[src/rtl/vlsu_pkg.sv]
// Shared types for the VLSU load-meta dispatcher and shuffle unit.
// Holds descriptor/meta records, beat geometry and FSM encoding.
package vlsu_pkg;

   localparam int unsigned DefNrExits        = 4;
   localparam int unsigned DefDLEN           = 64;
   localparam int unsigned DefMaxOutstanding = 4;
   localparam int unsigned NrReqIds          = 8;
   localparam int unsigned VLBits            = 16;

   localparam int unsigned RidW      = $clog2(NrReqIds);
   localparam int unsigned BeatBytes = DefNrExits * DefDLEN / 8;
   localparam int unsigned BeatShift = $clog2(BeatBytes);
   localparam int unsigned BytesW    = VLBits + 3;
   localparam int unsigned CmtW      = BytesW - BeatShift;

   typedef logic [RidW-1:0]   rid_t;
   typedef logic [VLBits-1:0] vlen_t;
   typedef logic [CmtW-1:0]   cmt_cnt_t;

   typedef struct packed {
      rid_t       reqId;
      logic [1:0] mode;
      logic [1:0] sew;
      logic       vm;
      logic [4:0] vd;
      vlen_t      vstart;
      vlen_t      vl;
   } ld_req_t;

   typedef struct packed {
      rid_t       reqId;
      logic [1:0] mode;
      logic [1:0] sew;
      logic       vm;
      logic [4:0] vd;
      vlen_t      vstart;
      cmt_cnt_t   cmtCnt;
   } meta_glb_t;

   typedef enum logic [1:0] {
      IDLE,
      CALC,
      DISPATCH
   } ldisp_state_e;

   typedef struct packed {
      logic [31:0] stall_full;
      logic [31:0] stall_dup;
      logic [31:0] stall_shf;
      logic [31:0] stall_seq;
   } perf_t;

endpackage

[src/rtl/vlsu_meta_fork.sv]
// Two-way (N-way) stream fork: one upstream beat, independent downstream
// handshakes. Ports: valid_i/ready_o upstream, valid_o/ready_i per output.
module vlsu_meta_fork #(
   parameter int unsigned NrOut = 2
) (
   input  logic             clk_i,
   input  logic             rst_ni,
   input  logic             valid_i,
   output logic             ready_o,
   output logic [NrOut-1:0] valid_o,
   input  logic [NrOut-1:0] ready_i
);

   logic [NrOut-1:0] sent_q, sent_d;

   // an output that already handshook stays quiet until the beat retires
   assign valid_o = {NrOut{valid_i}} & ~sent_q;
   assign ready_o = &(sent_q | ready_i);

   always_comb begin
      sent_d = sent_q | (valid_o & ready_i);
      if (valid_i && ready_o) sent_d = '0;
   end

   always_ff @(posedge clk_i or negedge rst_ni) begin
      if (!rst_ni) sent_q <= '0;
      else         sent_q <= sent_d;
   end

endmodule

[src/rtl/vlsu_load_meta_dispatcher.sv]
// Vector-load meta dispatcher: accepts load descriptors, computes commit-beat
// count, forks meta to shuffle and sequential-load units, tracks reqIds.
// Ports: req_*, shf_meta_*, seq_meta_*, vinsn_done_i, zero_done_o,
// outstanding_o, busy_o; perf_o only when VLSU_LDISP_PERF_EN is defined.
// Record widths (NrReqIds, VLBits) are fixed in vlsu_pkg.
module vlsu_load_meta_dispatcher
   import vlsu_pkg::*;
#(
   parameter int unsigned NrExits        = DefNrExits,
   parameter int unsigned DLEN           = DefDLEN,
   parameter int unsigned MaxOutstanding = DefMaxOutstanding
) (
   input  logic                                clk_i,
   input  logic                                rst_ni,
   input  logic                                req_valid_i,
   output logic                                req_ready_o,
   input  ld_req_t                             req_i,
   output logic                                shf_meta_valid_o,
   input  logic                                shf_meta_ready_i,
   output meta_glb_t                           shf_meta_o,
   output logic                                seq_meta_valid_o,
   input  logic                                seq_meta_ready_i,
   output meta_glb_t                           seq_meta_o,
   input  logic [NrReqIds-1:0]                 vinsn_done_i,
   output logic [NrReqIds-1:0]                 zero_done_o,
   output logic [$clog2(MaxOutstanding+1)-1:0] outstanding_o,
`ifdef VLSU_LDISP_PERF_EN
   output perf_t                               perf_o,
`endif
   output logic                                busy_o
);

   localparam int unsigned OutW  = $clog2(MaxOutstanding + 1);
   localparam int unsigned Shift = $clog2(NrExits * DLEN / 8);

   ldisp_state_e        state_q, state_d;
   ld_req_t             req_q;
   meta_glb_t           meta_q;
   logic [NrReqIds-1:0] sb_q, sb_d, set_vec;
   logic [OutW-1:0]     out_q, out_d, done_cnt;
   logic                inc;
   vlen_t               diff;
   logic [BytesW-1:0]   bytes;
   cmt_cnt_t            cmt;
   logic                zero_len;
   logic                fork_valid, fork_ready;
   logic [1:0]          fork_vld, fork_rdy;

   assign zero_len = req_q.vl <= req_q.vstart;
   assign diff     = req_q.vl - req_q.vstart;
   assign bytes    = {3'b000, diff} << req_q.sew;
   // ceil(bytes/beat)-1 == (bytes-1)>>shift whenever bytes is non-zero
   assign cmt      = cmt_cnt_t'((bytes - BytesW'(1)) >> Shift);

   // only done bits that hit a busy reqId retire an outstanding load
   always_comb begin
      done_cnt = '0;
      for (int i = 0; i < NrReqIds; i++)
         done_cnt = done_cnt + OutW'(vinsn_done_i[i] & sb_q[i]);
   end

   always_comb begin
      state_d     = state_q;
      req_ready_o = 1'b0;
      fork_valid  = 1'b0;
      zero_done_o = '0;
      set_vec     = '0;
      inc         = 1'b0;
      unique case (state_q)
         IDLE: begin
            req_ready_o = !sb_q[req_i.reqId] &&
                          (out_q < OutW'(MaxOutstanding));
            if (req_valid_i && req_ready_o) state_d = CALC;
         end
         CALC: begin
            if (zero_len) begin
               zero_done_o[req_q.reqId] = 1'b1;
               state_d = IDLE;
            end else begin
               set_vec[req_q.reqId] = 1'b1;
               inc     = 1'b1;
               state_d = DISPATCH;
            end
         end
         DISPATCH: begin
            fork_valid = 1'b1;
            if (fork_ready) state_d = IDLE;
         end
         default: state_d = IDLE;
      endcase
      sb_d  = (sb_q & ~vinsn_done_i) | set_vec;
      out_d = out_q + OutW'(inc) - done_cnt;
   end

   always_ff @(posedge clk_i or negedge rst_ni) begin
      if (!rst_ni) begin
         state_q <= IDLE;
         sb_q    <= '0;
         out_q   <= '0;
      end else begin
         state_q <= state_d;
         sb_q    <= sb_d;
         out_q   <= out_d;
      end
   end

   always_ff @(posedge clk_i or negedge rst_ni) begin
      if (!rst_ni) begin
         req_q  <= '0;
         meta_q <= '0;
      end else begin
         if (state_q == IDLE && req_valid_i && req_ready_o)
            req_q <= req_i;
         if (state_q == CALC)
            meta_q <= '{reqId:  req_q.reqId,
                        mode:   req_q.mode,
                        sew:    req_q.sew,
                        vm:     req_q.vm,
                        vd:     req_q.vd,
                        vstart: req_q.vstart,
                        cmtCnt: cmt};
      end
   end

   assign fork_rdy = {seq_meta_ready_i, shf_meta_ready_i};

   vlsu_meta_fork #(
      .NrOut(2)
   ) i_fork (
      .clk_i  (clk_i),
      .rst_ni (rst_ni),
      .valid_i(fork_valid),
      .ready_o(fork_ready),
      .valid_o(fork_vld),
      .ready_i(fork_rdy)
   );

   assign shf_meta_valid_o = fork_vld[0];
   assign seq_meta_valid_o = fork_vld[1];
   assign shf_meta_o       = meta_q;
   assign seq_meta_o       = meta_q;
   assign outstanding_o    = out_q;
   assign busy_o           = (state_q != IDLE) || (out_q != '0);

`ifdef VLSU_LDISP_PERF_EN
   perf_t      perf_q;
   logic [3:0] stall;

   assign stall[0] = state_q == IDLE && req_valid_i &&
                     out_q == OutW'(MaxOutstanding);
   assign stall[1] = state_q == IDLE && req_valid_i && sb_q[req_i.reqId];
   assign stall[2] = shf_meta_valid_o && !shf_meta_ready_i;
   assign stall[3] = seq_meta_valid_o && !seq_meta_ready_i;

   always_ff @(posedge clk_i or negedge rst_ni) begin
      if (!rst_ni) begin
         perf_q <= '0;
      end else begin
         if (stall[0] && perf_q.stall_full != '1)
            perf_q.stall_full <= perf_q.stall_full + 32'd1;
         if (stall[1] && perf_q.stall_dup != '1)
            perf_q.stall_dup <= perf_q.stall_dup + 32'd1;
         if (stall[2] && perf_q.stall_shf != '1)
            perf_q.stall_shf <= perf_q.stall_shf + 32'd1;
         if (stall[3] && perf_q.stall_seq != '1)
            perf_q.stall_seq <= perf_q.stall_seq + 32'd1;
      end
   end

   assign perf_o = perf_q;
`endif

`ifndef SYNTHESIS
   a_done_busy: assert property (@(posedge clk_i) disable iff (!rst_ni)
      (vinsn_done_i & ~sb_q) == '0)
      else $error("vinsn_done for a reqId that is not in flight");
`endif

endmodule

[config.mk]
export PLATFORM = sky130hd
export DESIGN_NAME = vlsu_load_meta_dispatcher
export DESIGN_NICKNAME = d
export VERILOG_FILES = /design/src/rtl/vlsu_pkg.sv /design/src/rtl/vlsu_meta_fork.sv /design/src/rtl/vlsu_load_meta_dispatcher.sv
export SDC_FILE = /design/constraint.sdc
export NUM_CORES = 1
export LEC_CHECK = 0
export CORE_AREA = 2 2 122 124
export DETAILED_ROUTE_END_ITERATION = 7
export DIE_AREA = 0 0 124 126
export PLACE_DENSITY = 0.81
export SETUP_SLACK_MARGIN = 0.1
export SYNTH_ARGS = -nofsm -noshare
export SYNTH_HDL_FRONTEND = slang
export SYNTH_SLANG_ARGS = --single-unit
[constraint.sdc]
create_clock -name clk_i -period 8.9 [get_ports clk_i]
set_input_delay 1.78 -clock clk_i [delete_from_list [all_inputs] [get_ports clk_i]]
set_output_delay 1.78 -clock clk_i [all_outputs]
set_load 0.01 [all_outputs]
==> results.toml, run 1 <==
[clock_network]
cts-resized-gates = 0
clockBufferDepth = 2
cts_hold_buf = 0
cts_root_buf = "clkbuf_16"
clock_sinks = 103
cts_buffers = 9
insertion_delay_ns = 0.36
cts_setup_buffers = 0
tritoncts = "done"
path_clk_slew_ns = 0.07
htreeDepth = 3

[synthesis]
ys_seq_elements = 103
synth_cell_types = 79
ys_warn_count = 0
synth_edf_count = 0
syn_area_per_cell_um2 = 9.04
syn_inst = 695
synth_common_cells = "nand2_1, dfrtp_1, o21ai_0"
netlist.area_leader.share = 0.410
seq_area_frac_synth = 0.410
syn_area_mm2 = 0.00629
ys.flop_type = "dfrtp_1"
syn_nets = 778
async_flop_share = 1.00
yosys-top-cells-area = "dfrtp_1, nand2_1, buf_4"
synth_top_area_cell = "dfrtp_1"
synth_most_common_cell = "nand2_1"

[timing]
rsz0062_at_grt = "false"
finClkSkew_ns = 0.00707
slew_viol_final = 0
hold_viol = 0
worst_pin_slew_ns = 0.994
period_share = 0.626
setup_viol = 0
whs_ns = 0.470
fin_setup_tns_ns = 0
clock.fmax_mhz = 179
post-route-min-period_ns = 5.57
slew_headroom = 0.338

[finish]
drive_gt1_frac = 0.0830
fin_util = 0.551
syn2layout_area_growth_pct = 25.6
final_cells = 980
fillers = 1289
fin_nets = 873

[detailed_routing]
antenna_left = 0
route.vias.total = 5113
dr.pass1.iters = 5
remaining_drc_errors = 0
viasPerCell = 5.22
wire_per_inst_um = 15.1
routed_wl_um = 14800
drtIter0Drc = 331

[placed_design]
dp_cells = 963
routabilityCongestion = 0.917
hpwl_um = 11000
port-buffer-count = 158

[worst_setup_path]
worst_ep_arrival_time_ns = 3.79
cp_slowest_cell = "clkdlybuf4s50_1"
required_ns = 7.12
worstSetupStartpointType = "register"
critPathKind = "register to primary output"
crit_family = "simple AND/OR/NAND/NOR gates"
endpoint_kind = "primary output"
path_buf_inv = 2
worstPathMaxFanout = 6
path_cells = "ha_1 > inv_1 > fa_1 > a21oi_1 > o211a_1 > or3_1 > a31oi_1 > a21o_1 > a21oi_1 > nor2_1 > nor2_1 > nand2_1 > nor3_1 > clkdlybuf4s50_1"
slowest_delay_ns = 0.49

[floorplan]
die_w_um = 124
die_h_um = 126
initial_core_util = 0.439
core_mm2 = 0.0143
io_pins = 159
die_area_mm2 = 0.0156
rows = 44

[power]
power_frac_clock = 0.110
switchingPower_mw = 1.65
internal_power_mw = 1.98
leakage_nw = 3.40
p_seq_frac = 0.235
power_frac_comb = 0.655
ir_worst_vdd_mv = 0.199
power_density_mw_per_mm2 = 460
switching_share = 0.455
finalPower_mw = 3.63

[min_path]
hp-class = "register to register"

[global_routing]
overflow = 0
antenna_found_initial = 1
grt_usage = 0.202
grt_pass1_vias = 5092
grt_start_max_net_pins = 76
grt_pass1_wl_um = 24800

[run]
maxCapViolations = 0

[run_status]
outcome = "complete, no violations"
==> state kept, by name, indices dropped and copies added (netlist names) <==
signal	cells
sb_q	8
outstanding_o	3
req_q	45
i_fork.sent_q	2
seq_meta_o	43
state_q	2
==> logic make-up (layout without fill, tap and decap cells) <==
logic type | after synthesis | count (layout) | synth area share
and+or+nand+nor | 263 | 263 | 0.189
AOI/OAI and AO/OA | 131 | 131 | 0.139
buffers and inverters | 114 | 214 | 0.106
DFF | 103 | 103 | 0.410
xor gates and xnor gates | 31 | 31 | 0.0432
muxes | 28 | 28 | 0.0537
adders and majority gates | 25 | 25 | 0.0581
other | 0 | 1 | 0
==> power by group through the flow <==
stage	registers, mW	logic, mW	clock network, mW
after CTS	0.856	2.37	0.408
final	0.854	2.38	0.398
after global placement	0.853	2.32	0
after detailed placement	0.864	2.36	0
after global routing	0.887	2.63	0.425
after floorplan	0.835	1.77	0
==> per-stage QoR <==
| stage | setup WS [ns] | instance area, µm² |
|---|---|---|
| after global placement | 3.49 | 7590 |
| final | 3.33 | 7890 |
| after detailed placement | 3.47 | 7590 |
| after global routing | 3.04 | 7890 |
| after floorplan | 4.43 | 6290 |
| after CTS | 3.32 | 7890 |
==> layer usage <==
layer	share of wire	GRT usage	routed length [µm]	vias up
met1	0.43	0.254	6410	2426
met3	0.043	0.0358	640	36
met5	0	0	0	-
met2	0.50	0.338	7380	158
met4	0.028	0.0872	419	0
li1	-	-	-	2493
==> cells in the final DEF (no fill, tap or decap), drive strengths merged, types with 3 or more instances in the layout <==
| cell | n |
|---|---|
| nor2 | 34 |
| nor2b | 3 |
| a211oi | 4 |
| buf | 5 |
| clkbuf | 9 |
| ha | 18 |
| or2 | 4 |
| xnor2 | 22 |
| and2 | 6 |
| a31oi | 4 |
| clkinvlp | 4 |
| mux2 | 16 |
| xor2 | 9 |
| clkdlybuf4s50 | 157 |
| clkinv | 3 |
| nand3 | 11 |
| nand2b | 8 |
| o21ai | 53 |
| mux2i | 9 |
| inv | 35 |
| mux4 | 3 |
| a21oi | 22 |
| o2111ai | 3 |
| o22ai | 4 |
| o21a | 3 |
| nand2 | 165 |
| o32ai | 5 |
| dfrtp | 103 |
| fa | 7 |
| nand4 | 6 |
| nor4 | 4 |
| nor3 | 8 |
| a21o | 9 |
==> path summary, 6_finish.rpt <==
| check | startpoint | endpoint | slack, ns | depth (start not counted) |
|---|---|---|---|---|
| worst max-delay path | req_q[16] | zero_done_o[1] | 3.33 | 14 |
| worst min-delay path | req_q[40] | req_q[40] | 0.47 | 2 |
| worst max register to register | req_q[16] | outstanding_o[2] | 3.87 | 19 |
| worst min register to register | req_q[40] | req_q[40] | 0.47 | 2 |
| max in group asynchronous | rst_ni | req_q[6] | 6.33 | 2 |
| min in group asynchronous | rst_ni | seq_meta_o[25] | 1.42 | 1 |
==> cell type report <==
cell class,instances,area [µm²],share of cell area
Clock inverter,7,73.8,0.00935
Clock buffer,9,225,0.0285
Multi-Input combinational cell,478,3040,0.385
Inverter,36,135,0.0171
Tap cell,184,230,0.0292
Timing Repair Buffer,162,1610,0.204
Sequential cell,103,2580,0.327
Antenna cell,1,2.50,0.000317
==> worst min-delay path, cell delays in order, from the launching register on <==
cell and delay [ns]:
dfrtp_1 0.34, nand2_1 0.05, nand2_1 0.05
Power figures use the tool's default switching activity.
==> run 2: changes to the inputs <==
Settings changed: PLACE_DENSITY 0.81 to 0.84.
Clock period 8.9 ns to 4.5 ns, I/O delays scaled along.
==> run 2 against run 1 <==
Net effect:
- non-clock buffer count is 13 higher
- setup slack got worse by 3.1 ns
- core utilization grew 0.88 points
- wire length is 2.7% lower
- flip-flop and latch count unchanged
- clock skew up 0.0022 ns
- register-to-register slack lost 3.7 ns
- sequential power up 94%
- critical endpoint is now outstanding_o[2]
- highest routed layer unchanged
==> results.toml, run 2 (synthesis results as in run 1) <==
[run_status]
outcome = "complete, no violations"

[run]
maxCapViolations = 0

[placed_design]
port-buffer-count = 158
placed_area_mm2 = 0.00769
dp_worst_setup_slack_ns = -0.00222
hpwl_um = 10700
routabilityCongestion = 0.899

[worst_setup_path]
rr_endpoint = "outstanding_o[2]"
required_ns = 4.74
endpoint_kind = "register"
reg2reg_depth = 19
cp_slowest_cell = "fa_1"
slowest_delay_ns = 0.45
path_cells = "ha_2 > inv_1 > fa_2 > a21oi_2 > o211a_1 > or3_4 > a31oi_4 > a21o_1 > a21oi_1 > nor2_2 > nor2b_4 > inv_1 > fa_1 > inv_1 > fa_1 > fa_1 > ha_2 > xor2_2 > xnor2_1"
r2r_start = "req_q[16]"
crit_family = "adder cells"
critPathKind = "register to register"
r2r_slack_ns = 0.18
worst_ep_arrival_time_ns = 4.56
worstSetupStartpointType = "register"
worstPathMaxFanout = 3
path_buf_inv = 3

[finish]
largest_reg_flops = 45
fin_util = 0.560
fin_nets = 886
final_design_area_no_fill_mm2 = 0.00802
diodes = 0
drive_gt1_frac = 0.105
syn2layout_area_growth_pct = 27.6
final_cell_mix = "nand2_1, clkdlybuf4s50_1, dfrtp_1"
final_common_cell = "nand2_1"
top_register = "req_q"

[timing]
slew_headroom = 0.521
slew_viol_final = 0
clock.fmax_mhz = 231
setup_viol = 0
post-route-min-period_ns = 4.32
worst_slack_ns = 0.179
fin_setup_tns_ns = 0
worst_pin_slew_ns = 0.718
period_share = 0.960
finClkSkew_ns = 0.00926
rsz0062_at_grt = "true"
hold_viol = 0

[floorplan]
die_h_um = 126
core_mm2 = 0.0143
initial_core_util = 0.439
rows = 44
die_w_um = 124
die_area_mm2 = 0.0156
io_pins = 159

[power]
ir_worst_vdd_mv = 0.423
leakage_nw = 3.52
power_density_mw_per_mm2 = 909

[clock_network]
clockBufferDepth = 2
tritoncts = "done"
insertion_delay_ns = 0.35
htreeDepth = 3
cts_hold_buf = 0
clock_sinks = 103
path_clk_slew_ns = 0.07
cts_root_buf = "clkbuf_16"
cts_buffers = 9

[global_routing]
grt_start_max_net_pins = 75
overflow = 0
grt_pass1_vias = 5058
grt_pass1_wl_um = 24100
antenna_found_initial = 0
grt_usage = 0.194

[detailed_routing]
viasPerCell = 5.10
wire_per_inst_um = 14.6
drtIter0Drc = 206
dr.pass1.iters = 4
routed_wl_um = 14400
remaining_drc_errors = 0
antenna_left = 0
route.vias.total = 5063

[min_path]
hold_end = "req_q[32]"
hp-class = "register to register"
hold_depth = 2
hp-start = "req_q[32]"
-- run 2: worst register-to-register path, delay by kind of cell (launching register included) --
kind	cells	cell delay, ns
AO/OA/AOI/OAI	5	0.65
XOR/XNOR	2	0.29
adder cells (fa/ha/maj)	6	1.82
buffers and inverters	3	0.21
flip-flops	1	0.41
AND/OR/NAND/NOR	3	0.80
-- run 2: how the worst max path moves through the flow --
| stage | to | from | slack [ns] | cells past startpoint |
|---|---|---|---|---|
| 5_1_grt | outstanding_o[2] | req_q[16] | -0.05 | 19 |
| 2_1_floorplan | outstanding_o[2] | req_q[16] | 0.15 | 19 |
| 3_5_place_dp | outstanding_o[2] | req_q[16] | -0.002 | 19 |
| 6_report | outstanding_o[2] | req_q[16] | 0.18 | 19 |
| 4_1_cts | outstanding_o[2] | req_q[16] | 0.11 | 19 |
| 3_3_place_gp | outstanding_o[2] | req_q[16] | 0.18 | 19 |
-- run 2: cell type report --
class                           count  area, µm²
Fill cell                        1282       6290
Multi-Input combinational cell    478       3090
Sequential cell                   103       2580
Timing Repair Buffer              175       1710
Clock buffer                       14        254
Tap cell                          184        230
Inverter                           36        135
Clock inverter                      2       16.3
-- run 2: what timing repair did --
action / CTS / global route
pin swaps: 3 / 2
buffers inserted: 2 / 1
endpoints found under the setup margin: 9 / 6
gates resized for setup: 9 / 9
-- run 2: per-layer routing --
metal / global-route usage / part of all wire / vias up
met1: 0.247 / 0.43 / 2395
met3: 0.0489 / 0.057 / 14
met5: 0 / 0 / -
li1: - / - / 2519
met4: 0.0549 / 0.011 / 0
met2: 0.326 / 0.50 / 135
-- run 2: report_power, final --
part	internal, mW	total (mW)	switching [mW]	leakage, nW
clock network	0.392	0.724	0.331	0.127
logic	2.28	4.91	2.63	2.10
registers	1.34	1.66	0.317	1.30
total	4.01	7.29	3.28	3.52
-- run 2: stage by stage --
stage / std cells / hold slack [ns] / power (mW)
after floorplan: 695 / 0.442 / 5.16
after global placement: 973 / 0.454 / 6.34
after CTS: 991 / 0.475 / 7.27
after detailed placement: 973 / 0.458 / 6.47
final: 992 / 0.471 / 7.29
after global routing: 992 / 0.501 / 7.93
